File: src/rtl/mem_port_arbiter_pkg.sv
// mem_port_arbiter_pkg
// Shared types and constants for the two-port memory arbiter.
//   arb_state_t   : arbiter FSM states
//   arb_port_t    : which CPU port owns the current transaction
//   ARB_TIMEOUT_W : width of the pmem_resp watchdog counter
package mem_port_arbiter_pkg;

   typedef enum logic [1:0] {
      IDLE   = 2'd0,
      I_BUSY = 2'd1,
      D_BUSY = 2'd2,
      RESP   = 2'd3
   } arb_state_t;

   typedef enum logic {
      PORT_I = 1'b0,
      PORT_D = 1'b1
   } arb_port_t;

   localparam int ARB_TIMEOUT_W = 8;

endpackage

File: src/rtl/mem_port_arbiter_if.sv
// mem_port_arbiter_if
// Bundles the instruction port, the data port, the physical-memory initiator
// port and the sticky error flag of the arbiter.
//   slave  : arbiter view (CPU requests and pmem_rdata/pmem_resp in,
//            responses and pmem strobes out)
//   master : environment view (CPU + memory model), directions reversed
interface mem_port_arbiter_if #(
   parameter int ADDR_W = 16,
   parameter int DATA_W = 16
);
   logic [ADDR_W-1:0] i_addr;
   logic              i_read;
   logic [DATA_W-1:0] i_rdata;
   logic              i_resp;

   logic [ADDR_W-1:0] d_addr;
   logic              d_read;
   logic              d_write;
   logic [DATA_W-1:0] d_wdata;
   logic [DATA_W-1:0] d_rdata;
   logic              d_resp;

   logic [ADDR_W-1:0] pmem_addr;
   logic              pmem_read;
   logic              pmem_write;
   logic [DATA_W-1:0] pmem_wdata;
   logic [DATA_W-1:0] pmem_rdata;
   logic              pmem_resp;

   logic              err;

   modport slave (
      input  i_addr, i_read, d_addr, d_read, d_write, d_wdata,
             pmem_rdata, pmem_resp,
      output i_rdata, i_resp, d_rdata, d_resp,
             pmem_addr, pmem_read, pmem_write, pmem_wdata, err
   );

   modport master (
      output i_addr, i_read, d_addr, d_read, d_write, d_wdata,
             pmem_rdata, pmem_resp,
      input  i_rdata, i_resp, d_rdata, d_resp,
             pmem_addr, pmem_read, pmem_write, pmem_wdata, err
   );
endinterface

File: src/rtl/mem_port_arbiter_watchdog.sv
// mem_port_arbiter_watchdog
// Counts busy cycles without a memory response and flags expiry.
//   clk, reset_n : clock, async active-low reset
//   clear        : zero the counter (held while the arbiter is idle)
//   enable       : busy cycle without pmem_resp
//   expire       : this enabled cycle is the LIMIT-th one; LIMIT=0 disables
module mem_port_arbiter_watchdog
   import mem_port_arbiter_pkg::*;
#(
   parameter int LIMIT = 255
) (
   input  logic clk,
   input  logic reset_n,
   input  logic clear,
   input  logic enable,
   output logic expire
);

   localparam logic [ARB_TIMEOUT_W-1:0] LAST = ARB_TIMEOUT_W'(LIMIT - 1);

   logic [ARB_TIMEOUT_W-1:0] count;

   always_ff @(posedge clk or negedge reset_n) begin
      if (!reset_n) begin
         count <= '0;
      end else if (clear) begin
         count <= '0;
      end else if (enable) begin
         count <= count + 1'b1;
      end
   end

   // Expiry fires in the cycle that would take the count to LIMIT, so the
   // strobes are seen for exactly LIMIT busy cycles.
   assign expire = (LIMIT != 0) && enable && (count == LAST);

endmodule

File: src/rtl/mem_port_arbiter.sv
// mem_port_arbiter
// Serializes the CPU instruction-fetch port and data port onto one
// physical-memory initiator port, one transaction at a time, and returns a
// one-cycle resp pulse plus registered rdata to the requesting port.
//   clk, reset_n : clock, async active-low reset
//   bus          : mem_port_arbiter_if.slave (i_*, d_*, pmem_*, err)
// Build option: define ARB_FAIRNESS_EN to alternate grants when both ports
// are pending; otherwise the data port has strict priority.
//
// state  | meaning
// IDLE   | sample requests, capture the granted port's addr/wdata/op
// I_BUSY | instruction read on pmem, waiting for pmem_resp
// D_BUSY | data read/write on pmem, waiting for pmem_resp
// RESP   | resp pulse to the granted port, requests ignored
module mem_port_arbiter
   import mem_port_arbiter_pkg::*;
#(
   parameter int ADDR_W  = 16,
   parameter int DATA_W  = 16,
   parameter int TIMEOUT = 255
) (
   input  logic               clk,
   input  logic               reset_n,
   mem_port_arbiter_if.slave  bus
);

   localparam logic [1:0] S_IDLE   = IDLE;
   localparam logic [1:0] S_I_BUSY = I_BUSY;
   localparam logic [1:0] S_D_BUSY = D_BUSY;
   localparam logic [1:0] S_RESP   = RESP;

   logic [1:0]        state;
   logic [1:0]        state_nxt;
   arb_port_t         port_q;
   logic              op_write_q;
   logic [ADDR_W-1:0] addr_q;
   logic [DATA_W-1:0] wdata_q;
   logic [DATA_W-1:0] i_rdata_q;
   logic [DATA_W-1:0] d_rdata_q;
   logic              err_q;

   logic              busy;
   logic              expire;
   logic              done;
   logic              d_req;
   logic              grant_d;
   logic              grant_i;
   logic [DATA_W-1:0] done_data;

   assign d_req = bus.d_read | bus.d_write;

`ifdef ARB_FAIRNESS_EN
   logic last_was_d;
   assign grant_d = d_req && !(last_was_d && bus.i_read);
`else
   assign grant_d = d_req;
`endif
   assign grant_i = bus.i_read && !grant_d;

   assign busy = (state == S_I_BUSY) || (state == S_D_BUSY);
   assign done = busy && (bus.pmem_resp || expire);
   // A timed-out transaction returns zero data.
   assign done_data = bus.pmem_resp ? bus.pmem_rdata : '0;

   mem_port_arbiter_watchdog #(
      .LIMIT (TIMEOUT)
   ) u_watchdog (
      .clk     (clk),
      .reset_n (reset_n),
      .clear   (state == S_IDLE),
      .enable  (busy && !bus.pmem_resp),
      .expire  (expire)
   );

   always_comb begin
      state_nxt = state;
      case (state)
         S_IDLE: begin
            if (grant_d) begin
               state_nxt = S_D_BUSY;
            end else if (grant_i) begin
               state_nxt = S_I_BUSY;
            end
         end
         S_I_BUSY, S_D_BUSY: begin
            if (done) begin
               state_nxt = S_RESP;
            end
         end
         default: state_nxt = S_IDLE;
      endcase
   end

   always_ff @(posedge clk or negedge reset_n) begin
      if (!reset_n) begin
         state      <= S_IDLE;
         port_q     <= PORT_I;
         op_write_q <= 1'b0;
         addr_q     <= '0;
         wdata_q    <= '0;
         i_rdata_q  <= '0;
         d_rdata_q  <= '0;
         err_q      <= 1'b0;
      end else begin
         state <= state_nxt;
         if (state == S_IDLE && (grant_d || grant_i)) begin
            port_q     <= grant_d ? PORT_D : PORT_I;
            // read+write together is resolved as a write and flagged
            op_write_q <= grant_d && bus.d_write;
            addr_q     <= grant_d ? bus.d_addr : bus.i_addr;
            wdata_q    <= bus.d_wdata;
            if (grant_d && bus.d_read && bus.d_write) begin
               err_q <= 1'b1;
            end
         end
         if (done) begin
            if (port_q == PORT_I) begin
               i_rdata_q <= done_data;
            end else if (!op_write_q || expire) begin
               d_rdata_q <= done_data;
            end
            if (expire) begin
               err_q <= 1'b1;
            end
         end
      end
   end

`ifdef ARB_FAIRNESS_EN
   always_ff @(posedge clk or negedge reset_n) begin
      if (!reset_n) begin
         last_was_d <= 1'b0;
      end else if (state == S_IDLE && (grant_d || grant_i)) begin
         last_was_d <= grant_d;
      end
   end
`endif

   assign bus.pmem_read  = busy && !op_write_q;
   assign bus.pmem_write = busy && op_write_q;
   assign bus.pmem_addr  = busy ? addr_q : '0;
   assign bus.pmem_wdata = (busy && op_write_q) ? wdata_q : '0;

   assign bus.i_resp  = (state == S_RESP) && (port_q == PORT_I);
   assign bus.d_resp  = (state == S_RESP) && (port_q == PORT_D);
   assign bus.i_rdata = i_rdata_q;
   assign bus.d_rdata = d_rdata_q;
   assign bus.err     = err_q;

endmodule

File: src/flat_wrapper.sv
// flat-port wrapper written by rule: the top's interface ports become plain ports
module mem_port_arbiter_flat import mem_port_arbiter_pkg::*;
#(
   parameter int ADDR_W  = 16,
   parameter int DATA_W  = 16,
   parameter int TIMEOUT = 255
)
  (clk, reset_n, bus_i_addr, bus_i_read, bus_d_addr, bus_d_read, bus_d_write, bus_d_wdata, bus_pmem_rdata, bus_pmem_resp, bus_i_rdata, bus_i_resp, bus_d_rdata, bus_d_resp, bus_pmem_addr, bus_pmem_read, bus_pmem_write, bus_pmem_wdata, bus_err);
  mem_port_arbiter_if #(.ADDR_W(ADDR_W), .DATA_W(DATA_W)) bus_i ();
  input  logic clk;
  input  logic reset_n;
  input wire logic [$bits(bus_i.i_addr)-1:0] bus_i_addr;
  input wire logic [$bits(bus_i.i_read)-1:0] bus_i_read;
  input wire logic [$bits(bus_i.d_addr)-1:0] bus_d_addr;
  input wire logic [$bits(bus_i.d_read)-1:0] bus_d_read;
  input wire logic [$bits(bus_i.d_write)-1:0] bus_d_write;
  input wire logic [$bits(bus_i.d_wdata)-1:0] bus_d_wdata;
  input wire logic [$bits(bus_i.pmem_rdata)-1:0] bus_pmem_rdata;
  input wire logic [$bits(bus_i.pmem_resp)-1:0] bus_pmem_resp;
  output wire logic [$bits(bus_i.i_rdata)-1:0] bus_i_rdata;
  output wire logic [$bits(bus_i.i_resp)-1:0] bus_i_resp;
  output wire logic [$bits(bus_i.d_rdata)-1:0] bus_d_rdata;
  output wire logic [$bits(bus_i.d_resp)-1:0] bus_d_resp;
  output wire logic [$bits(bus_i.pmem_addr)-1:0] bus_pmem_addr;
  output wire logic [$bits(bus_i.pmem_read)-1:0] bus_pmem_read;
  output wire logic [$bits(bus_i.pmem_write)-1:0] bus_pmem_write;
  output wire logic [$bits(bus_i.pmem_wdata)-1:0] bus_pmem_wdata;
  output wire logic [$bits(bus_i.err)-1:0] bus_err;
  assign bus_i.i_addr = bus_i_addr;
  assign bus_i.i_read = bus_i_read;
  assign bus_i.d_addr = bus_d_addr;
  assign bus_i.d_read = bus_d_read;
  assign bus_i.d_write = bus_d_write;
  assign bus_i.d_wdata = bus_d_wdata;
  assign bus_i.pmem_rdata = bus_pmem_rdata;
  assign bus_i.pmem_resp = bus_pmem_resp;
  assign bus_i_rdata = bus_i.i_rdata;
  assign bus_i_resp = bus_i.i_resp;
  assign bus_d_rdata = bus_i.d_rdata;
  assign bus_d_resp = bus_i.d_resp;
  assign bus_pmem_addr = bus_i.pmem_addr;
  assign bus_pmem_read = bus_i.pmem_read;
  assign bus_pmem_write = bus_i.pmem_write;
  assign bus_pmem_wdata = bus_i.pmem_wdata;
  assign bus_err = bus_i.err;
  mem_port_arbiter #(.ADDR_W(ADDR_W), .DATA_W(DATA_W), .TIMEOUT(TIMEOUT)) u_core (.clk(clk), .reset_n(reset_n), .bus(bus_i));
endmodule
File: config.mk
export PLATFORM = sky130hd
export DESIGN_NAME = mem_port_arbiter_flat
export DESIGN_NICKNAME = d
export VERILOG_FILES = /design/src/rtl/mem_port_arbiter_pkg.sv /design/src/rtl/mem_port_arbiter_if.sv /design/src/rtl/mem_port_arbiter_watchdog.sv /design/src/rtl/mem_port_arbiter.sv /design/src/flat_wrapper.sv
export SDC_FILE = /design/constraint.sdc
export NUM_CORES = 1
export LEC_CHECK = 0
export CORE_ASPECT_RATIO = 2
export CORE_MARGIN = 10
export CORE_UTILIZATION = 45
export CTS_BUF_LIST = sky130_fd_sc_hd__clkbuf_4
export DETAILED_ROUTE_END_ITERATION = 10
export GPL_TIMING_DRIVEN = 0
export PLACE_DENSITY = 0.83
export SLEW_MARGIN = 10
export SYNTH_ARGS = -nofsm -noshare
export SYNTH_HDL_FRONTEND = slang
export SYNTH_SLANG_ARGS = --single-unit
export TNS_END_PERCENT = 5
File: constraint.sdc
create_clock -name clk -period 1.95 [get_ports clk]
set_input_delay 0.4875 -clock clk [delete_from_list [all_inputs] [get_ports clk]]
set_output_delay 0.4875 -clock clk [all_outputs]
set_load 0.01 [all_outputs]
* Yosys cells after proc, flatten, opt, wreduce, memory -nomap -nowiden *
Index checks and enable logic that the tools add are counted.

storage, ports and cells
  bits in registers = 77
  bits of input ports = 70
  output and inout port bits = 69
  logic and storage cells = 58

cells by class
  $add $sub $neg = 1
  equality and inequality tests = 6
  mux-type cells = 15
  bitwise gates (word level) = 2
  reductions and logical operators = 25

operators by type and width
  kind                                                  number
  2-to-1 mux 16 bit                                     4
  2-to-1 mux 8 bit                                      2
  logical AND 1 bit                                     12
  adder 8 x 1 -> 8 bit (second input constant)          1
  equality test 8 bit (second input constant)           1
  2-to-1 mux 2 bit                                      3
  2-to-1 mux 1 bit                                      5
  equality test 2 bit (second input constant)           2
  logical OR 1 bit                                      4
  case mux 2 bit (2 select lines)                       1
  AND reduction 2 bit                                   2
  zero test 1 bit                                       3
  != test 3 x 1 -> 1 bit (second input constant)        1
  AND reduction 3 bit                                   1
  equality test 2 x 1 -> 1 bit (second input constant)  1
  zero test 2 bit                                       1
  != test 2 x 1 -> 1 bit (second input constant)        1
  nonzero test 2 bit                                    1
  OR reduction 2 bit                                    1
  inverter 1 bit                                        1
  bitwise OR 1 bit                                      1

* Depth between registers and ports, before layout *
  word-level depth = 8
  gate-level depth with buffers = 7
  depth with buffers taken out = 6

* Hierarchy *
Synthesis repeated with hierarchy kept, for this count alone.

unflattened totals
  cell total of the unflattened synthesis = 302
  area, all modules = 3661.0 µm²

modules (own cells, without submodules)
  module                     instances  cells an instance  area each (µm²)  sequential area each (µm²)
  mem_port_arbiter           1          261                3249.4           1726.7
  mem_port_arbiter_watchdog  1          41                 411.6            200.2

* Worst setup path before layout *
Ideal clock, no wire load.

  kind = reg-to-output
  start = reg u_core.state[0]
  end = out bus_pmem_read
  arrival time = 1.296 ns
  required time = 1.462 ns
  slack = 0.166 ns
  stages on the path, launching flop included = 6
  buffers on the path = 2
  cells stage by stage = dfrtp_1 inv_1 ha_1 buf_6 clkbuf_1 nor2b_1

on the way
  word-level cells in the longest chain between the ends = 3
  elaborated cells on any way between the ends = 4
  classes of those cells = eq/ne (2); reduce/logical (2)

ends and longest elaborated chain
  element                                                                     line                     RTL
  start: declaration                                                          mem_port_arbiter.sv:32   logic [1:0] state;
  start signal: assignment                                                    mem_port_arbiter.sv:105  state <= state_nxt;
  equality test 2 x 1 -> 1 bit / equality test 2 bit (equally long branches)  mem_port_arbiter.sv:60   assign busy = (state == S_I_BUSY) || (state == S_D_BUSY);
  logical OR 1 bit *                                                          mem_port_arbiter.sv:60
  logical AND 1 bit *                                                         mem_port_arbiter.sv:139  assign bus.pmem_read = busy && !op_write_q;
  end: declaration                                                            flat_wrapper.sv:25       output wire logic [$bits(bus_i.pmem_read)-1:0] bus_pmem_read;

Mark *: on every way between the ends. The rest lies on a longest branch, timed or not.

* Worst setup path after layout *
  start = reg u_core.state[0]
  end = out bus_pmem_wdata[1]

on the way
  word-level cells in the longest chain between the ends = 4
  elaborated cells on any way between the ends = 5
  classes of those cells = eq/ne (2); mux (1); reduce/logical (2)

ends and longest elaborated chain
  element                                                                     line                     RTL
  equality test 2 x 1 -> 1 bit / equality test 2 bit (equally long branches)  mem_port_arbiter.sv:60
  logical OR 1 bit *                                                          mem_port_arbiter.sv:60
  logical AND 1 bit *                                                         mem_port_arbiter.sv:142  assign bus.pmem_wdata = (busy && op_write_q) ? wdata_q : '0;
  2-to-1 mux 16 bit *                                                         mem_port_arbiter.sv:142
  end: declaration                                                            flat_wrapper.sv:27       output wire logic [$bits(bus_i.pmem_wdata)-1:0] bus_pmem_wdata;

Marks and branches as above.

==> run_results.csv <==
group,metric,value,unit
detailed_routing,wire_per_inst,18.68,um
detailed_routing,final_antenna_net_count,0,
detailed_routing,drtIter0Drc,92,
place,hpwl,7907,um
power_and_ir_drop,powerDensity,1687,nW/um^2
floorplanning,die_x,82.08,um
hold_path,worst_hold_path_type,"in -> async",
critical_path,worstPathArrival,1.68,ns
finish,drive_gt1_share,29.52,%
flow_run,max_cap_viol_count,0,
critical_path,worst-path-buf-inv,4,
yosys,synth.distinct_cells,38,
global_route,grt_max_degree,45,
floorplanning,num_rows,45,
yosys,yosysWarningCount,0,
yosys,synth_edf_count,0,
critical_path,rr_worst_depth,8,
finish,syn2layout_area_growth,53.54,%
power_and_ir_drop,irDropWorstVdd,1.106,mV
critical_path,crit_slowest_cell,"dfrtp_1",
clocking,hold_buffers,0,
clocking,cts_max_level,3,
detailed_routing,dr.pass1.iters,4,
critical_path,regToRegSetupSlack,0.03,ns
power_and_ir_drop,power,8.982,mW
critical_path,path_depth,6,
floorplanning,dieHeight,144.2,um
detailed_routing,wirelength,10260,um
floorplanning,start_util,45.97,%
global_route,grt_pass1_vias,3085,
critical_path,r2r-start,"u_core.state[1]$_DFFE_PN0P_",
place,place.gp.congestion,0.7799,
floorplanning,ios,139,
detailed_routing,vias_per_cell,5.175,
yosys,synth_top_area_share,55.56,%
floorplanning,core,7545,um^2
yosys,syn_area_per_cell,11.88,um^2
critical_path,crit-reg2reg-capture,"u_core.bus.i_rdata[13]$_DFFE_PN0P_",
clocking,clock_latency,0.42,ns
timing,slew_violations,0,
timing,slew_headroom,62.67,%
critical_path,critPathTopFamily,"buffers and inverters",
status,violations,"setup timing",
yosys,yosysTopAreaCell,"dfrtp_1",
status,status,"complete, but fails checks",
floorplanning,dieArea,11830,um^2
critical_path,endpoint,"bus_pmem_wdata[1]",
place,postPlaceCellArea,4985,um^2
finish,final_cell_mix,"clkdlybuf4s50_1 (101), dfrtp_1 (76), a22o_1 (28), buf_6 (26), nand2_1 (22)",
clocking,cts_buffers,9,
clocking,clock-sinks,77,
critical_path,startpoint,"u_core.state[0]$_DFFE_PN0P_",
timing,finalCriticalPeriod,2.169,ns
timing,clock_skew,0.01789,ns
timing,setup_ws,-0.2190,ns
critical_path,cp-start-kind,"flip-flop",
yosys,ys_ff_latch,77,
clocking,cts_tree,"yes",
clocking,root_buffer,"clkbuf_4",
critical_path,path_max_fanout,4,
finish,stdcell_area,5325,um^2
global_route,grt_antenna_before_repair,1,
yosys,synth-async-reset-ratio,100.0,%
yosys,yosys-top-cells-area,"dfrtp_1 (56%), a22o_1 (7.1%), mux2_2 (5.8%)",
critical_path,critical-path-max-stage-delay,0.41,ns
detailed_routing,drc,0,
finish,mostFrequentLayoutCell,"clkdlybuf4s50_1",
timing,finalHoldViolCount,0,
timing,whs,0.04450,ns
place,portBuffers,138,
yosys,yosysSeqAreaShare,55.56,%
critical_path,endpoint_kind,"output port",
critical_path,cp_cell_sequence,"inv_2, ha_4, buf_4, clkbuf_16, and3_1, buf_2",
power_and_ir_drop,leakagePower,2.474,nW
timing,setup_viol,36,
yosys,synthFlopType,"dfrtp_1",
critical_path,critPathKind,"reg -> out",
timing,rsz0062_at_grt,"yes",
timing,tightest_slew,0.5600,ns
critical_path,critPathRequiredTime,1.46,ns
yosys,synthesis.area,3468,um^2
clocking,clkSlewWorstSetupHoldPaths,0.12,ns
timing,post-route-period-util,111.2,%
clocking,clockBufferDepth,2,
global_route,gr-total-overflow,0,
yosys,syn-num-nets,367,
timing,fmax,0.4610,GHz
global_route,grt_pass1_wl,15700,um
global_route,grt_usage,17.15,%
detailed_routing,vias,2841,
finish,fin_nets,524,
yosys,synthCells,292,
[sequential cells by signal, summed over array words and instances (netlist names)]
signal	count
u_core.addr_q	16
u_core.u_watchdog.count	8
u_core.bus.err	1
u_core.bus.i_rdata	16
u_core.port_q	1
u_core.bus.d_rdata	16
u_core.wdata_q	16
u_core.state	2
u_core.op_write_q	1
[logic make-up after synthesis]
kind of cell	after synthesis	share of synthesized area (%)
and+or+nand+nor	87	14.10
DFF	77	55.56
AOI/OAI and AO/OA	60	12.99
muxes	34	10.46
buffers and inverters	23	3.571
xor gates and xnor gates	6	1.515
adders and majority gates	5	1.804
[repair_timing]
action,CTS,global route
endpoints found under the hold margin,0,0
endpoints found under the setup margin,48,50
pin swaps,1,2
cloned,0,2
buffers inserted,4,2
gates resized for setup,179,38
[metrics by stage]
| stage | instances | setup TNS (ns) | worst slack, ns | util (%) |
|---|---|---|---|---|
| 6_report | 549 | -5.951 | -0.2190 | 70.58 |
| 2_1_floorplan | 292 | 0 | 0.1663 | - |
| 4_1_cts | 544 | -7.276 | -0.2528 | 67.96 |
| 3_3_place_gp | 524 | -202.71 | -2.221 | 65.84 |
| 5_1_grt | 549 | -9.285 | -0.2904 | 70.58 |
| 3_5_place_dp | 525 | -33.79 | -0.5931 | 66.07 |
[area by class of cell]
cell class | count | area [um^2]
buffer | 19 | 162.7
timing repair buffer | 147 | 1441
clock buffer | 10 | 75.07
fill | 586 | 2220
clock inverter | 6 | 77.57
inverter | 3 | 11.26
tap | 94 | 117.6
sequential | 77 | 1928
multi-input combinational | 192 | 1509
antenna | 1 | 2.502
[worst min path at each step]
stage	end	slack [ns]
3_3_place_gp	u_core.addr_q[8]$_DFFE_PN0N_	0.45
5_1_grt	u_core.wdata_q[4]$_DFFE_PN0N_	0.06
2_1_floorplan	u_core.addr_q[0]$_DFFE_PN0N_	0.19
4_1_cts	u_core.wdata_q[6]$_DFFE_PN0N_	0.04
6_report	u_core.wdata_q[6]$_DFFE_PN0N_	0.04
3_5_place_dp	u_core.addr_q[12]$_DFFE_PN0N_	0.46
[cell usage after synthesis, types with 2 or more instances]
| library cell | instances |
|---|---|
| nor2_1 | 9 |
| buf_4 | 3 |
| buf_6 | 3 |
| mux2i_1 | 16 |
| and2_1 | 19 |
| nand4_1 | 2 |
| a22o_2 | 6 |
| nand2_1 | 22 |
| nand3b_1 | 2 |
| o21ai_0 | 18 |
| xnor2_1 | 3 |
| mux2_2 | 18 |
| clkbuf_1 | 10 |
| dfrtp_1 | 77 |
| a22o_1 | 28 |
| nor3_1 | 3 |
| nor2b_1 | 4 |
| ha_1 | 5 |
| inv_1 | 3 |
| a21oi_1 | 3 |
| buf_2 | 3 |
| and3_1 | 17 |
| xor2_1 | 3 |
[per-layer routing]
metal  global-route usage [%]  vias to the layer above  wire [um]  part of all wire, %
li1                         -                     1353          -                    -
met1                    16.96                     1373       3685                   36
met2                    30.87                      105       5588                   54
met3                    6.157                       10        861                  8.4
met4                    6.847                        0        123                  1.2
met5                        0                        -          0                    0
[power breakdown]
part	switching [mW]	internal [mW]
combinational	2.17	3.02
sequential	0.437	2.31
clock	0.522	0.523
total	3.13	5.85
Power figures use the tool's default switching activity.
